## src/rtl/picomem_pkg.sv

```systemverilog
`default_nettype none
// ============================================================================
// Module   : picomem_pkg
// Purpose  : Shared definitions for the PicoMem-to-Wishbone bridge: FSM state
//            encoding, the PicoMem "read" strobe value and the default word
//            returned on errored or timed-out accesses.
// Revision : 1.0 - initial release
// ============================================================================
package picomem_pkg;

    typedef enum logic [1:0] {
        IDLE = 2'd0,
        BUS  = 2'd1,
        RESP = 2'd2
    } state_t;

    // A PicoMem access with all strobes low is a read.
    localparam logic [3:0]  WSTRB_READ        = 4'h0;

    localparam logic [31:0] ERR_RDATA_DEFAULT = 32'hDEAD_BEEF;

endpackage
`default_nettype wire

```

## src/rtl/picomem_wb_timeout.sv

```systemverilog
`default_nettype none
// ============================================================================
// Module   : picomem_wb_timeout
// Purpose  : Bus-phase watchdog for picomem_wb_bridge. Counts cycles spent in
//            the Wishbone phase and flags the final permitted cycle.
//            Only compiled when PICOMEM_WB_TIMEOUT_EN is defined.
// Ports    : clk, rst      - clock, asynchronous active-high reset
//            i_start       - transaction accepted; count restarts from zero
//            i_busy        - bridge is in its Wishbone phase this cycle
//            o_expired     - this is the last allowed Wishbone cycle
// Revision : 1.0 - initial release
// ============================================================================
`ifdef PICOMEM_WB_TIMEOUT_EN
module picomem_wb_timeout #(
    parameter int TIMEOUT_CYCLES = 1024
) (
    input  logic clk,
    input  logic rst,
    input  logic i_start,
    input  logic i_busy,
    output logic o_expired
);

    localparam int             CW     = $clog2(TIMEOUT_CYCLES + 1);
    localparam logic [CW-1:0]  c_last = CW'(TIMEOUT_CYCLES - 1);

    logic [CW-1:0] r_count;

    always_ff @(posedge clk or posedge rst) begin
        if (rst) begin
            r_count <= '0;
        end else if (i_start) begin
            r_count <= '0;
        end else if (i_busy && (r_count != c_last)) begin
            r_count <= r_count + CW'(1);
        end
    end

    // Expiry is qualified by busy so a stale count in IDLE/RESP never fires.
    assign o_expired = i_busy && (r_count == c_last);

endmodule
`endif
`default_nettype wire

```

## src/rtl/picomem_wb_bridge.sv

```systemverilog
`default_nettype none
// ============================================================================
// Module   : picomem_wb_bridge
// Purpose  : PicoMem slave to Wishbone B4 classic master bridge. Each PicoMem
//            valid/ready access becomes exactly one registered Wishbone cycle;
//            one transaction outstanding at a time.
// Config   : `define PICOMEM_WB_TIMEOUT_EN to add a bus-phase watchdog that
//            forces an error completion after TIMEOUT_CYCLES Wishbone cycles.
//            Without it the bridge waits indefinitely for ack/err.
// Ports    : clk, rst               - clock, asynchronous active-high reset
//            mem_s_valid/ready      - PicoMem handshake (ready = 1-cycle pulse)
//            mem_s_addr/wdata/wstrb - PicoMem request (wstrb==0 means read)
//            mem_s_rdata            - read data, held until next completion
//            wb_cyc_o/stb_o/we_o    - Wishbone cycle control
//            wb_adr_o/sel_o/dat_o   - Wishbone word address, selects, data
//            wb_dat_i/ack_i/err_i   - Wishbone slave response
//            bus_err                - sticky error flag, cleared only by rst
// Revision : 1.0 - initial release
// ============================================================================
module picomem_wb_bridge
    import picomem_pkg::*;
#(
    parameter int          WB_ADR_W       = 30,
    parameter int          TIMEOUT_CYCLES = 1024,
    parameter logic [31:0] ERR_RDATA      = ERR_RDATA_DEFAULT
) (
    input  logic                clk,
    input  logic                rst,
    // PicoMem slave
    input  logic                mem_s_valid,
    output logic                mem_s_ready,
    input  logic [31:0]         mem_s_addr,
    input  logic [31:0]         mem_s_wdata,
    input  logic [3:0]          mem_s_wstrb,
    output logic [31:0]         mem_s_rdata,
    // Wishbone master
    output logic                wb_cyc_o,
    output logic                wb_stb_o,
    output logic                wb_we_o,
    output logic [WB_ADR_W-1:0] wb_adr_o,
    output logic [3:0]          wb_sel_o,
    output logic [31:0]         wb_dat_o,
    input  logic [31:0]         wb_dat_i,
    input  logic                wb_ack_i,
    input  logic                wb_err_i,
    // Status
    output logic                bus_err
);

    state_t r_state;
    state_t w_next_state;

    logic   w_accept;    // request sampled in IDLE this cycle
    logic   w_term;      // Wishbone cycle terminates at this edge
    logic   w_fail;      // termination is an error (err or timeout)
    logic   w_timeout;   // watchdog says this is the last allowed cycle
    logic   w_is_read;

    assign w_is_read = (mem_s_wstrb == WSTRB_READ);

    // Byte-offset bits and any address bits above the word-address window
    // are intentionally dropped.
    logic w_unused_addr;
    assign w_unused_addr = &{1'b0, mem_s_addr};

    // ------------------------------------------------------------------
    // Optional watchdog
    // ------------------------------------------------------------------
`ifdef PICOMEM_WB_TIMEOUT_EN
    picomem_wb_timeout #(
        .TIMEOUT_CYCLES (TIMEOUT_CYCLES)
    ) u_timeout (
        .clk       (clk),
        .rst       (rst),
        .i_start   (w_accept),
        .i_busy    (r_state == BUS),
        .o_expired (w_timeout)
    );
`else
    logic w_unused_timeout_cfg;
    assign w_unused_timeout_cfg = (TIMEOUT_CYCLES == 0);
    assign w_timeout            = 1'b0;
`endif

    // ------------------------------------------------------------------
    // FSM state register
    // ------------------------------------------------------------------
    always_ff @(posedge clk or posedge rst) begin
        if (rst) begin
            r_state <= IDLE;
        end else begin
            r_state <= w_next_state;
        end
    end

    // ------------------------------------------------------------------
    // FSM next state and termination decode
    // ------------------------------------------------------------------
    always_comb begin
        w_next_state = r_state;
        w_accept     = 1'b0;
        w_term       = 1'b0;
        w_fail       = 1'b0;
        case (r_state)
            IDLE: begin
                if (mem_s_valid) begin
                    w_accept     = 1'b1;
                    w_next_state = BUS;
                end
            end
            BUS: begin
                // Slave response only counts while the strobe is actually out.
                // err beats ack; a real ack/err beats the watchdog.
                if (wb_cyc_o && wb_stb_o) begin
                    w_term = wb_err_i | wb_ack_i | w_timeout;
                    w_fail = wb_err_i | (~wb_ack_i & w_timeout);
                end
                if (w_term) begin
                    w_next_state = RESP;
                end
            end
            RESP: begin
                // valid is still high here; it is deliberately not sampled.
                w_next_state = IDLE;
            end
            default: begin
                w_next_state = IDLE;
            end
        endcase
    end

    assign mem_s_ready = (r_state == RESP);

    // ------------------------------------------------------------------
    // Datapath: Wishbone request registers, response capture, error flag
    // ------------------------------------------------------------------
    always_ff @(posedge clk or posedge rst) begin
        if (rst) begin
            wb_cyc_o    <= 1'b0;
            wb_stb_o    <= 1'b0;
            wb_we_o     <= 1'b0;
            wb_adr_o    <= '0;
            wb_sel_o    <= 4'h0;
            wb_dat_o    <= 32'h0;
            mem_s_rdata <= 32'h0;
            bus_err     <= 1'b0;
        end else begin
            if (w_accept) begin
                // Request is latched here; later changes on mem_s_* are ignored.
                wb_cyc_o <= 1'b1;
                wb_stb_o <= 1'b1;
                wb_we_o  <= ~w_is_read;
                wb_adr_o <= mem_s_addr[WB_ADR_W+1:2];
                wb_sel_o <= w_is_read ? 4'hF : mem_s_wstrb;
                wb_dat_o <= mem_s_wdata;
            end
            if (w_term) begin
                wb_cyc_o <= 1'b0;
                wb_stb_o <= 1'b0;
                if (w_fail) begin
                    mem_s_rdata <= ERR_RDATA;
                    bus_err     <= 1'b1;
                end else if (wb_we_o) begin
                    mem_s_rdata <= 32'h0;
                end else begin
                    mem_s_rdata <= wb_dat_i;
                end
            end
        end
    end

endmodule
`default_nettype wire
```

## config.mk

```make
export PLATFORM = sky130hd
export DESIGN_NAME = picomem_wb_bridge
export DESIGN_NICKNAME = d
export VERILOG_FILES = /design/src/rtl/picomem_pkg.sv /design/src/rtl/picomem_wb_timeout.sv /design/src/rtl/picomem_wb_bridge.sv
export SDC_FILE = /design/constraint.sdc
export NUM_CORES = 1
export LEC_CHECK = 0
export ABC_AREA = 1
export BUFFER_PORTS_ARGS = -buffer_cell sky130_fd_sc_hd__clkbuf_2
export CORE_MARGIN = 4
export CORE_UTILIZATION = 50
export CTS_CLUSTER_SIZE = 16
export DETAILED_ROUTE_END_ITERATION = 8
export PLACE_DENSITY = 0.86
export RECOVER_POWER = 50
export SETUP_SLACK_MARGIN = 0.2
export SLEW_MARGIN = 20
export SYNTH_ARGS = -nofsm -noshare
export SYNTH_HDL_FRONTEND = slang
export SYNTH_SLANG_ARGS = --single-unit
export TNS_END_PERCENT = 5
```

## constraint.sdc

```tcl
create_clock -name clk -period 7.32 [get_ports clk]
set_input_delay 0 -clock clk [delete_from_list [all_inputs] [get_ports clk]]
set_output_delay 0 -clock clk [all_outputs]
set_load 0.01 [all_outputs]
```

# --- After elaboration in Yosys (flattened, before gate mapping) ---
# Cells that the tools add are included.
op_classes:
  n_eq_ne: 4
  n_mux: 15
  bitwise: 2
  reduce_logical: 5
ops:
  columns: ["cell", "count"]
  rows:
  - ["$mux W32", 2]
  - ["$mux W1", 9]
  - ["$logic_not A4 Y1", 1]
  - ["$mux W2", 2]
  - ["$mux W4", 1]
  - ["$ne A2 B2 Y1 const B", 2]
  - ["$pmux W2 S2", 1]
  - ["$reduce_and A2 Y1", 2]
  - ["$eq A2 B1 Y1 const B", 1]
  - ["$eq A2 B2 Y1 const B", 1]
  - ["$logic_not A2 Y1", 1]
  - ["$reduce_bool A2 Y1", 1]
  - ["$not A1 Y1", 1]
  - ["$or A1 B1 Y1", 1]
totals:
  ff_bits: 103
  inputBits: 105
  out_inout_bits: 103
  word_cells: 34

# --- Longest topological paths before layout ---
# Gate-level depths: netlist (run 1).
depth:
  word_depth: 5
  mapped_depth: 7
  ltp_nobuf: 5

# --- Least setup slack after synthesis (run 1) ---
# No wires, ideal clock.
synth_timing:
  path_kind: "register to register"
  start: "register wb_stb_o"
  end: "register mem_s_rdata[10]"
  arrival_ns: 1.023
  t_required_ns: 7.203
  slack_ns: 6.179
  path_stages_with_launch: 7
  cell_sequence: "dfrtp_1 -> nand2_2 -> nand2_4 -> nand2_2 -> buf_4 -> nand2_1 -> nand2_1"
synth_via:
  elab_chain_len: 3
synth_rtl:
  columns: ["item", "line", "text"]
  rows:
  - ["from (decl)", "picomem_wb_bridge.sv:38", "output logic wb_stb_o,"]
  - ["from (signal assigned)", "picomem_wb_bridge.sv:140", "wb_stb_o <= 1'b0;"]
  - ["from (signal assigned)", "picomem_wb_bridge.sv:151", "wb_stb_o <= 1'b1;"]
  - ["from (signal assigned)", "picomem_wb_bridge.sv:159", "wb_stb_o <= 1'b0;"]
  - ["$mux W1", "picomem_wb_bridge.sv:114", "if (wb_cyc_o && wb_stb_o) begin"]
  - ["$mux W1", "picomem_wb_bridge.sv:104", "case (r_state)"]
  - ["$mux W32 or $mux W1 (tied branches)", "picomem_wb_bridge.sv:160, picomem_wb_bridge.sv:104", null]
  - ["to (signal assigned)", "picomem_wb_bridge.sv:166", "mem_s_rdata <= wb_dat_i;"]
  - ["to (decl)", "picomem_wb_bridge.sv:35", "output logic [31:0] mem_s_rdata,"]
# Parallel ways exist; a longest one is shown, timed or not. The select of a mux whose other input is x is not followed.
# A chain may end at the register's enable or synchronous reset.

# --- Worst setup path in the final report (run 1) ---
layout_timing:
  start: "register r_state[1]"
  end: "register mem_s_rdata[30]"
layout_via:
  elab_chain_len: 3
layout_rtl:
  columns: ["item", "line", "text"]
  rows:
  - ["from (decl)", "picomem_wb_bridge.sv:50", "state_t r_state;"]
  - ["from (signal assigned)", "picomem_wb_bridge.sv:92", "r_state <= w_next_state;"]
  - ["$eq A2 B1 Y1 *", "picomem_wb_bridge.sv:104", null]
  - ["$mux W1", "picomem_wb_bridge.sv:104", null]
  - ["$mux W32", "picomem_wb_bridge.sv:160", "if (w_fail) begin"]
# Every way passes the cells marked *; elsewhere a longest branch is shown, timed or not.

==> run_results.csv, run 1 <==
group,metric,value,unit
drt,dr.first_iter.drc_count,277,
finish,final_layout_size_suffix_gt1_share,15.5,%
sta,slew_viol_final,82,
global_route,grt_pass1_vias,4583,
clock_network,cts_post_setup_buffers_inserted,0,
drt,remaining_drc_errors,0,
clock_network,cts_made_buffers,9,
global_route,grt_overflow_total,0,
clock_network,tritoncts,"built",
drt,avgRoutedWirePerCell,15.5,um
floorplanning,die_h,101,um
critical_path,critical_path.reg2reg.startpoint,"r_state[1]",
floorplanning,num_io_pins,208,
global_route,grt_first_pass_wirelength,22.1,mm
drt,drtPass1Iterations,5,
floorplanning,die_area,10100,sq um
logic_synthesis,seq_area_frac_synth,60.0,%
placed_design,gp_routability_congestion,0.849,
global_route,grt_usage,27.6,%
logic_synthesis,ys_seq_elements,103,
clock_network,clk_transition_reported_paths,0.10,ns
logic_synthesis,summed_instance_area_of_the_synthesized_netlist,4300,sq um
critical_path,r2r-end,"mem_s_rdata[30]",
logic_synthesis,number_of_cells_produced_by_synthesis,522,
floorplanning,initial_core_util,51.8,%
min_path,min-delay-start,"wb_dat_i[27]",
sta,slew_headroom,-51.4,%
sta,layout_min_cycle_time,3.50,ns
finish,layout_commonest_cell,"sky130_fd_sc_hd__nand2_1",
logic_synthesis,synth_fp_nets,627,
critical_path,reg2reg_depth,4,
critical_path,critical_path.max_fanout,34,
power,power-per-cell-area,154,nW/um^2
drt,post_drt_via_cell_ratio,5.02,
run,drv.max_cap_violation_count,2,
min_path,worstHoldPathType,"in2reg",
clock_network,number_of_h_tree_branching_levels,3,
sta,rsz_0062_raised_after_global_routing,"no",
sta,fin_setup_tns,0,ns
clock_network,ctsRootBufferMaster,"sky130_fd_sc_hd__clkbuf_8",
finish,design.final.nets,912,
critical_path,reg2reg_setup_slack,3.82,ns
sta,max_clock_freq,0.286,GHz
finish,flow.area_growth_from_synthesis,46.1,%
floorplanning,row_count,33,
clock_network,worstSkewPairLatency,0.35,ns
critical_path,worstPathRequired,7.56,ns
finish,fin_util,75.6,%
critical_path,worst-setup-path-type,"reg2reg",
sta,setup_violations,0,
placed_design,dp_hpwl,7.86,mm
finish,mostFrequentLayoutCells,"sky130_fd_sc_hd__nand2_1, sky130_fd_sc_hd__clkbuf_1, sky130_fd_sc_hd__dfrtp_1",
sta,timing_worst_slew_pin_value,2.26,ns
min_path,min_delay_path_depth,5,
global_route,grt_antenna_before_repair,0,
clock_network,holdBufCountCts,96,
critical_path,crit_path_start_kind,"flip-flop",
clock_network,post_cts_resized,0,
min_path,hold-path-endpoint,"mem_s_rdata[27]",
logic_synthesis,synthesis.area_per_instance,8.23,sq um
drt,ant_nets,0,
placed_design,port_buffers,205,
global_route,largest_net_degree_at_the_start_of_global_routing,69,
sta,period_share,47.8,%
power,power_leakage,3.61,nW
floorplanning,floorplan.core_area,8300,sq um
sta,finClkSkew,0.0121,ns
power,vdd.ir_drop.worst,0.106,mV
sta,hold_violations,0,
critical_path,arrival,3.74,ns
drt,wirelength,14.2,mm
critical_path,critical_path.endpoint_type,"flip-flop",
logic_synthesis,synth_cell_types,15,
finish,number_of_antenna_diodes,0,
finish,fill_cells,605,
run_status,status,"finished with violations",
logic_synthesis,yosysWarningCount,0,
drt,routed-via-count,4600,
run_status,violations,"capacitance limit, slew limit",
clock_network,cts_num_sinks,103,
clock_network,clk_path_buf_depth,2,
floorplanning,die_w,101,um
==> Yosys cell counts <==
master	instances	area, sq um
sky130_fd_sc_hd__nand2_1	327	1230
sky130_fd_sc_hd__nand2_4	1	11.3
sky130_fd_sc_hd__inv_1	9	33.8
sky130_fd_sc_hd__buf_2	19	95.1
sky130_fd_sc_hd__o21ai_0	2	10.0
sky130_fd_sc_hd__o21bai_1	1	7.51
sky130_fd_sc_hd__buf_6	3	33.8
sky130_fd_sc_hd__nand2_2	2	12.5
sky130_fd_sc_hd__nor2_4	1	11.3
sky130_fd_sc_hd__nand3_2	1	10.0
sky130_fd_sc_hd__dfrtp_1	103	2580
sky130_fd_sc_hd__nand3_1	32	160
sky130_fd_sc_hd__buf_4	7	52.6
sky130_fd_sc_hd__inv_2	3	11.3
sky130_fd_sc_hd__nor2_1	11	41.3
==> metal layers <==
layer / vias up / global-route usage, % / routed length (um)
li1: 2148 / - / -
met1: 2167 / 32.9 / 5230
met2: 250 / 48.7 / 7330
met3: 35 / 5.67 / 1270
met4: 0 / 11.0 / 350
met5: - / 0 / 0
==> layout make-up <==
type                            count  area (sq um)  share of cell area [%]
Clock buffer                       10           128                    2.03
Sequential cell                   103          2580                    41.1
Multi-Input combinational cell    378          1480                    23.6
Tap cell                          105           131                    2.09
Inverter                           12          46.3                   0.738
Clock inverter                      5          36.3                   0.578
Timing Repair Buffer              303          1870                    29.8
==> state kept, by name, indices dropped and copies added, names as in the netlist <==
signal / count
wb_sel_o: 4
wb_adr_o: 30
wb_dat_o: 32
mem_s_rdata: 32
wb_stb_o: 1
wb_we_o: 1
bus_err: 1
r_state: 2
==> where the power goes <==
part / switching, W / internal (W)
Clock: 0.000189 / 0.000122
Combinational: 0.0000308 / 0.0000533
Sequential: 0 / 0.000569
==> metrics by stage <==
stage	instance area [sq um]	hold slack (ns)	worst slack, ns	total power, W	instances
after floorplan	4300	0.110	4.62	0.000590	522
after global placement	5290	0.0711	5.29	0.000620	805
after detailed placement	5290	0.100	5.24	0.000621	805
after CTS	6410	0.000987	5.20	0.000967	916
after global routing	6280	0.0318	3.58	0.000996	916
final	6280	0.0151	3.82	0.000964	916
==> critical path, cell delays in order (launching register included) <==
cell and delay, ns:
sky130_fd_sc_hd__dfrtp_1 0.40, sky130_fd_sc_hd__nor2_1 1.67, sky130_fd_sc_hd__nand2_2 0.94, sky130_fd_sc_hd__nand2_1 0.30
sky130_fd_sc_hd__nand2_1 0.07
==> how the worst max path moves through the flow <==
stage	slack (ns)	to	start	cells after the start
final	3.82	mem_s_rdata[30]	r_state[1]	4
after CTS	5.20	mem_s_rdata[2]	wb_stb_o	5
after detailed placement	5.24	mem_s_rdata[2]	wb_stb_o	5
after global routing	3.58	mem_s_rdata[5]	r_state[1]	4
after global placement	5.29	wb_stb_o	wb_stb_o	5
after floorplan	4.62	bus_err	rst	1
==> kinds of logic after synthesis <==
group	share of synthesized area, %
AO/OA/AOI/OAI	0.408
buffers and inverters	5.27
flip-flops	60.0
AND/OR/NAND/NOR	34.3
Note: power is estimated with default switching activity, not from simulation.
==> inputs of run 2 (changes only) <==
--- a/config.mk
+++ b/config.mk
@@ -5,13 +5,13 @@
 export SDC_FILE = /design/constraint.sdc
 export NUM_CORES = 1
 export LEC_CHECK = 0
-export ABC_AREA = 1
+export ABC_AREA = 0
 export BUFFER_PORTS_ARGS = -buffer_cell sky130_fd_sc_hd__clkbuf_2
 export CORE_MARGIN = 4
-export CORE_UTILIZATION = 50
+export CORE_UTILIZATION = 46
 export CTS_CLUSTER_SIZE = 16
 export DETAILED_ROUTE_END_ITERATION = 8
-export PLACE_DENSITY = 0.86
+export PLACE_DENSITY = 0.8
 export RECOVER_POWER = 50
 export SETUP_SLACK_MARGIN = 0.2
 export SLEW_MARGIN = 20
==> constraint.sdc (replaced) <==
create_clock -name clk -period 3.6 [get_ports clk]
set_input_delay 0 -clock clk [delete_from_list [all_inputs] [get_ports clk]]
set_output_delay 0 -clock clk [all_outputs]
set_load 0.01 [all_outputs]
==> run 2 against run 1 <==
The run still ends with capacitance limit, slew limit left. Synthesized cell count shrank 40%. Register-to-register slack lost 2.7 ns. Die area grew 8.1%. Critical path depth shrank 1. Clock power grew 140%. Non-clock buffer count shrank 16. Clock skew grew 0.0023 ns. Synthesized area grew 0.12%. Routed wire length shrank 22%. Global-route usage shrank 7.1 points. Hold slack gained 0.048 ns. Largest cell class unchanged. Largest power group unchanged. Highest routed layer unchanged.
==> run_results.csv, run 2 <==
group,metric,value,unit
logic_synthesis,yosysWarningCount,0,
run_status,status,"finished with violations",
critical_path,setup.worst_path.start,"wb_stb_o",
power,vdd.ir_drop.worst,0.361,mV
sta,fin_setup_tns,0,ns
min_path,worstHoldPathType,"in2reg",
logic_synthesis,synth_top_cell_by_area,"sky130_fd_sc_hd__dfrtp_1",
critical_path,arrival,2.67,ns
clock_network,tritoncts,"built",
finish,design.final.nets,696,
floorplanning,num_io_pins,208,
run,drv.max_cap_violation_count,2,
sta,layout_min_cycle_time,2.44,ns
logic_synthesis,summed_instance_area_of_the_synthesized_netlist,4300,sq um
sta,slew_headroom,-41.2,%
finish,multi_input_comb_area,1460,sq um
logic_synthesis,asr_flop_ratio_synth,100,%
finish,fill_cells,726,
clock_network,ctsRootBufferMaster,"sky130_fd_sc_hd__clkbuf_8",
run_status,violations,"capacitance limit, slew limit",
power,power_leakage,2.88,nW
critical_path,crit_path_start_kind,"flip-flop",
clock_network,clk_path_buf_depth,2,
logic_synthesis,seq_area_frac_synth,59.9,%
logic_synthesis,dominantRegCellSynth,"sky130_fd_sc_hd__dfrtp_1",
drt,dr.first_iter.drc_count,129,
power,power-per-cell-area,768,nW/um^2
sta,slew_viol_final,70,
floorplanning,die_area,11000,sq um
floorplanning,die_w,105,um
critical_path,reg2reg_depth,3,
drt,wirelength,11.0,mm
power,totalPowerFinal,0.00475,W
finish,flow.area_growth_from_synthesis,43.6,%
finish,number_of_antenna_diodes,0,
placed_design,placed_cells_incl_taps,613,
sta,timing_worst_slew_pin_value,2.10,ns
global_route,grt_antenna_before_repair,0,
global_route,grt_pass1_vias,3835,
critical_path,worstPathRequired,3.83,ns
finish,mostFrequentLayoutCells,"sky130_fd_sc_hd__clkbuf_1, sky130_fd_sc_hd__dfrtp_1, sky130_fd_sc_hd__clkbuf_2",
clock_network,cts_made_buffers,9,
logic_synthesis,synth.top_cells.by_area,"sky130_fd_sc_hd__dfrtp_1, sky130_fd_sc_hd__mux2_2, sky130_fd_sc_hd__mux2_4",
critical_path,reg2reg_setup_slack,1.16,ns
sta,setup_violations,0,
floorplanning,floorplan.core_area,9150,sq um
floorplanning,row_count,35,
global_route,grt_usage,20.5,%
clock_network,post_cts_resized,0,
logic_synthesis,synth_enable_flop_cells,0,
logic_synthesis,synth_largest_type_area_fraction,59.9,%
floorplanning,die_h,105,um
floorplanning,initial_core_util,47.0,%
global_route,largest_net_degree_at_the_start_of_global_routing,51,
clock_network,cts_num_sinks,103,
finish,layout_commonest_cell,"sky130_fd_sc_hd__clkbuf_1",
drt,ant_nets,0,
finish,final_layout_size_suffix_gt1_share,35.0,%
critical_path,critical_path.reg2reg.startpoint,"wb_stb_o",
critical_path,critical_path.endpoint_type,"flip-flop",
sta,period_share,67.7,%
finish,regArea,2580,sq um
global_route,grt_overflow_total,0,
placed_design,port_buffers,205,
sta,finClkSkew,0.0144,ns
finish,instances_no_fill,705,
sta,rsz_0062_raised_after_global_routing,"no",
logic_synthesis,most_frequent_cells_after_synthesis,"sky130_fd_sc_hd__dfrtp_1, sky130_fd_sc_hd__mux2_2, sky130_fd_sc_hd__o21ai_0, sky130_fd_sc_hd__inv_1, sky130_fd_sc_hd__mux2_4",
global_route,grt_first_pass_wirelength,18.4,mm
critical_path,worst-setup-path-type,"reg2reg",
clock_network,clk_transition_reported_paths,0.10,ns
clock_network,worstSkewPairLatency,0.35,ns
logic_synthesis,ys_seq_elements,103,
sta,max_clock_freq,0.411,GHz
drt,avgRoutedWirePerCell,15.7,um
critical_path,r2r-end,"mem_s_rdata[27]",
finish,biggestRegsByFlops,"mem_s_rdata (32), wb_dat_o (32), wb_adr_o (30)",
drt,post_drt_via_cell_ratio,4.89,
logic_synthesis,synth_fp_nets,416,
clock_network,number_of_h_tree_branching_levels,3,
drt,routed-via-count,3450,
placed_design,dp_hpwl,7.49,mm
drt,drtPass1Iterations,4,
logic_synthesis,number_of_cells_produced_by_synthesis,311,
logic_synthesis,synthesis.area_per_instance,13.8,sq um
drt,remaining_drc_errors,0,
clock_network,cts_post_setup_buffers_inserted,0,
placed_design,gp_routability_congestion,0.813,
logic_synthesis,synthMostInstantiatedCell,"sky130_fd_sc_hd__dfrtp_1",
logic_synthesis,synth_cell_types,23,
sta,hold_violations,0,
sta,fin_worst_hold_slack,0.0631,ns
critical_path,critical_path.max_fanout,26,
critical_path,cp-endpoint,"mem_s_rdata[27]",
[run 2: changes by cell type after synthesis, sizes merged, moves of 5 or more]
cell and change:
a21oi +6, buf -16, clkbuf +5, inv +13, mux2 +86, nand2 -321, nand3 -33, o21ai +31
o31ai +8
[run 2: area by class of cell]
class | count | area share (%)
Inverter | 25 | 1.54
Clock inverter | 4 | 1.17
Clock buffer | 10 | 2.07
Sequential cell | 103 | 41.7
Timing Repair Buffer | 287 | 27.6
Tap cell | 111 | 2.25
Multi-Input combinational cell | 165 | 23.6
[run 2: how the worst min path moves through the flow]
stage               depth (start not counted)          from         endpoint
detailed placement                          2           rst     wb_adr_o[19]
global route                                4   wb_dat_i[7]   mem_s_rdata[7]
CTS                                         4  wb_dat_i[31]  mem_s_rdata[31]
floorplan                                   2  wb_dat_i[14]  mem_s_rdata[14]
finish                                      4   wb_dat_i[5]   mem_s_rdata[5]
global placement                            2           rst     wb_adr_o[19]
[run 2: worst max-delay path, cell delays in order (launching register included)]
cell                      delay [ns]
sky130_fd_sc_hd__dfrtp_1        0.44
sky130_fd_sc_hd__o21ai_0        0.71
sky130_fd_sc_hd__nor2_8         0.76
sky130_fd_sc_hd__mux2_2         0.40
[run 2: repair_timing]
item,in CTS,in global routing
hold buffers,78,0
endpoints found under the setup margin,0,0
endpoints found under the hold margin,124,0
[run 2: report_power, final]
group	internal (W)	leakage (nW)	total, W	switching [W]
clock	0.000384	0.0982	0.000755	0.000371
combinational	0.000959	1.54	0.00198	0.00102
sequential	0.00170	1.24	0.00202	0.000318
[run 2: logic make-up (layout without fill, tap and decap cells)]
logic type | count (synthesis) | count (layout) | synth area share [%]
and+or+nand+nor | 30 | 30 | 3.40
DFF | 103 | 103 | 59.9
buffers and inverters | 43 | 326 | 5.96
AOI/OAI and AO/OA | 48 | 48 | 6.37
muxes | 87 | 87 | 24.3
[run 2: stage by stage]
step	util, %	worst slack [ns]	cell area (sq um)
5_1_grt	67.5	0.949	6180
3_3_place_gp	58.3	1.63	5340
6_report	67.5	1.16	6180
2_1_floorplan	-	0.896	4300
4_1_cts	69.1	1.55	6320
3_5_place_dp	58.3	1.57	5340
[run 2: per-layer routing]
layer | vias up | global-route usage, % | wire, um
li1 | 1617 | - | -
met1 | 1697 | 23.0 | 4220
met2 | 121 | 38.6 | 6040
met3 | 15 | 4.01 | 596
met4 | 0 | 7.03 | 188
met5 | - | 0 | 0
==> inputs of run 3 (changes only) <==
==> constraint.sdc (replaced) <==
create_clock -name clk -period 2.36 [get_ports clk]
set_input_delay 0 -clock clk [delete_from_list [all_inputs] [get_ports clk]]
set_output_delay 0 -clock clk [all_outputs]
set_load 0.01 [all_outputs]
==> run 3 against run 2 <==
The run now ends clean. Sequential share of layout area down 0.53 points. Maximum frequency up 39%. Register-to-register slack worse by 0.56 ns. Core utilization up 0.87 points. Cell count up 0.43%. Final area up 1.3%. Sequential power up 53%. Total power up 54%. Routed wire length up 6.7%. Critical path type unchanged. Largest cell class unchanged. Largest power group is now combinational logic.
==> run_results.csv, run 3 (synthesis results as in run 2) <==
group,metric,value,unit
drt,remaining_drc_errors,0,
drt,avgRoutedWirePerCell,16.6,um
finish,biggestRegsByFlops,"mem_s_rdata (32), wb_dat_o (32), wb_adr_o (30)",
critical_path,worst-setup-path-type,"reg2reg",
finish,flow.area_growth_from_synthesis,45.5,%
clock_network,clk_path_buf_depth,2,
floorplanning,floorplan.core_area,9150,sq um
clock_network,ctsRootBufferMaster,"sky130_fd_sc_hd__clkbuf_8",
drt,drtPass1Iterations,6,
global_route,grt_antenna_before_repair,0,
placed_design,gp_routability_congestion,0.770,
critical_path,critical_path_s_top_delay_family,"flip-flops",
floorplanning,die_h,105,um
global_route,largest_net_degree_at_the_start_of_global_routing,64,
min_path,worstHoldPathType,"in2reg",
sta,slew_headroom,48.3,%
finish,fin_util,68.4,%
drt,post_drt_via_cell_ratio,4.89,
sta,setup_violations,0,
run,drv.max_cap_violation_count,0,
clock_network,post_cts_resized,0,
sta,layout_min_cycle_time,1.75,ns
power,vdd.ir_drop.worst,0.671,mV
critical_path,critical_path.endpoint_type,"flip-flop",
critical_path,cp_cell_sequence,"o21ai_4, nor2_8, mux2_2",
finish,number_of_antenna_diodes,0,
finish,design.final.nets,698,
placed_design,port_buffers,205,
power,power-per-cell-area,1170,nW/um^2
sta,max_clock_freq,0.570,GHz
floorplanning,num_io_pins,208,
floorplanning,initial_core_util,47.0,%
critical_path,cp_num_buf_inv,0,
global_route,grt_pass1_vias,3938,
critical_path,crit_slowest_cell,"sky130_fd_sc_hd__dfrtp_1",
critical_path,worstPathRequired,2.58,ns
sta,slew_viol_final,0,
power,power_leakage,3.04,nW
critical_path,crit_path_start_kind,"flip-flop",
drt,ant_nets,0,
global_route,grt_first_pass_wirelength,19.4,mm
critical_path,arrival,1.98,ns
sta,fin_setup_tns,0,ns
run_status,status,"complete, no violations",
placed_design,dp_hpwl,7.46,mm
global_route,grt_usage,22.0,%
sta,finClkSkew,0.0179,ns
floorplanning,die_w,105,um
clock_network,cts_made_buffers,9,
floorplanning,row_count,35,
finish,mostFrequentLayoutCells,"sky130_fd_sc_hd__clkbuf_2, sky130_fd_sc_hd__dfrtp_1, sky130_fd_sc_hd__dlygate4sd3_1",
critical_path,cp_slowest_stage_delay,0.53,ns
clock_network,worstSkewPairLatency,0.35,ns
clock_network,number_of_h_tree_branching_levels,3,
clock_network,clk_transition_reported_paths,0.10,ns
sta,rsz_0062_raised_after_global_routing,"no",
clock_network,cts_num_sinks,103,
sta,fin_worst_hold_slack,0.0734,ns
sta,hold_violations,0,
finish,final_layout_size_suffix_gt1_share,44.2,%
drt,wirelength,11.8,mm
finish,layout_commonest_cell,"sky130_fd_sc_hd__clkbuf_2",
floorplanning,die_area,11000,sq um
drt,routed-via-count,3464,
sta,timing_worst_slew_pin_value,0.776,ns
global_route,grt_overflow_total,0,
sta,period_share,74.3,%
critical_path,critical_path.max_fanout,26,
drt,dr.first_iter.drc_count,69,
clock_network,tritoncts,"built",
==> run 3: area by class of cell <==
| type | count | area [sq um] |
|---|---|---|
| inverter | 25 | 95.1 |
| clock buffer | 9 | 124 |
| multi-input combinational | 165 | 1470 |
| timing repair buffer | 289 | 1800 |
| clock inverter | 6 | 53.8 |
| fill | 677 | 2900 |
| sequential | 103 | 2580 |
| tap | 111 | 139 |
==> run 3: per-layer routing <==
metal | vias to the layer above | routed length [um] | global-route usage (%)
met1 | 1703 | 4280 | 23.9
li1 | 1617 | - | -
met4 | 0 | 311 | 8.06
met5 | - | 0 | 0
met3 | 25 | 620 | 4.32
met2 | 119 | 6570 | 42.0
==> run 3: worst reg2reg max path: cells and delay by family, from the launching register on <==
family	cells	cell delay (ns)
AO/OA/AOI/OAI	1	0.22
multiplexers	1	0.41
AND/OR/NAND/NOR	1	0.49
flip-flops	1	0.53
==> run 3: power by group <==
group          switching, W  internal [W]
Clock              0.000623      0.000398
Combinational       0.00158       0.00160
Sequential         0.000508       0.00259
==> run 3: worst paths after layout <==
check | depth (start not counted) | slack [ns] | startpoint | end
max in group asynchronous | 4 | 1.08 | rst | bus_err
max reg2reg | 3 | 0.61 | wb_stb_o | mem_s_rdata[25]
min in group asynchronous | 3 | 0.18 | rst | wb_dat_o[2]
min | 4 | 0.07 | wb_dat_i[11] | mem_s_rdata[11]
max | 3 | 0.61 | wb_stb_o | mem_s_rdata[25]
min reg2reg | 1 | 0.49 | r_state[1] | r_state[0]
==> run 3: per-stage QoR <==
stage	area [sq um]	setup slack [ns]	cells	power, W
global route	6260	0.480	708	0.00779
floorplan	4300	0.951	311	0.00512
finish	6260	0.607	708	0.00729
CTS	6330	0.586	708	0.00741
global placement	5370	0.665	615	0.00613
detailed placement	5370	0.602	615	0.00627
==> run 3: repair_timing <==
item	CTS	global route
setup buffers	0	0
endpoints found under the hold margin	179	0
setup endpoints to repair	0	0
hold buffers	78	0
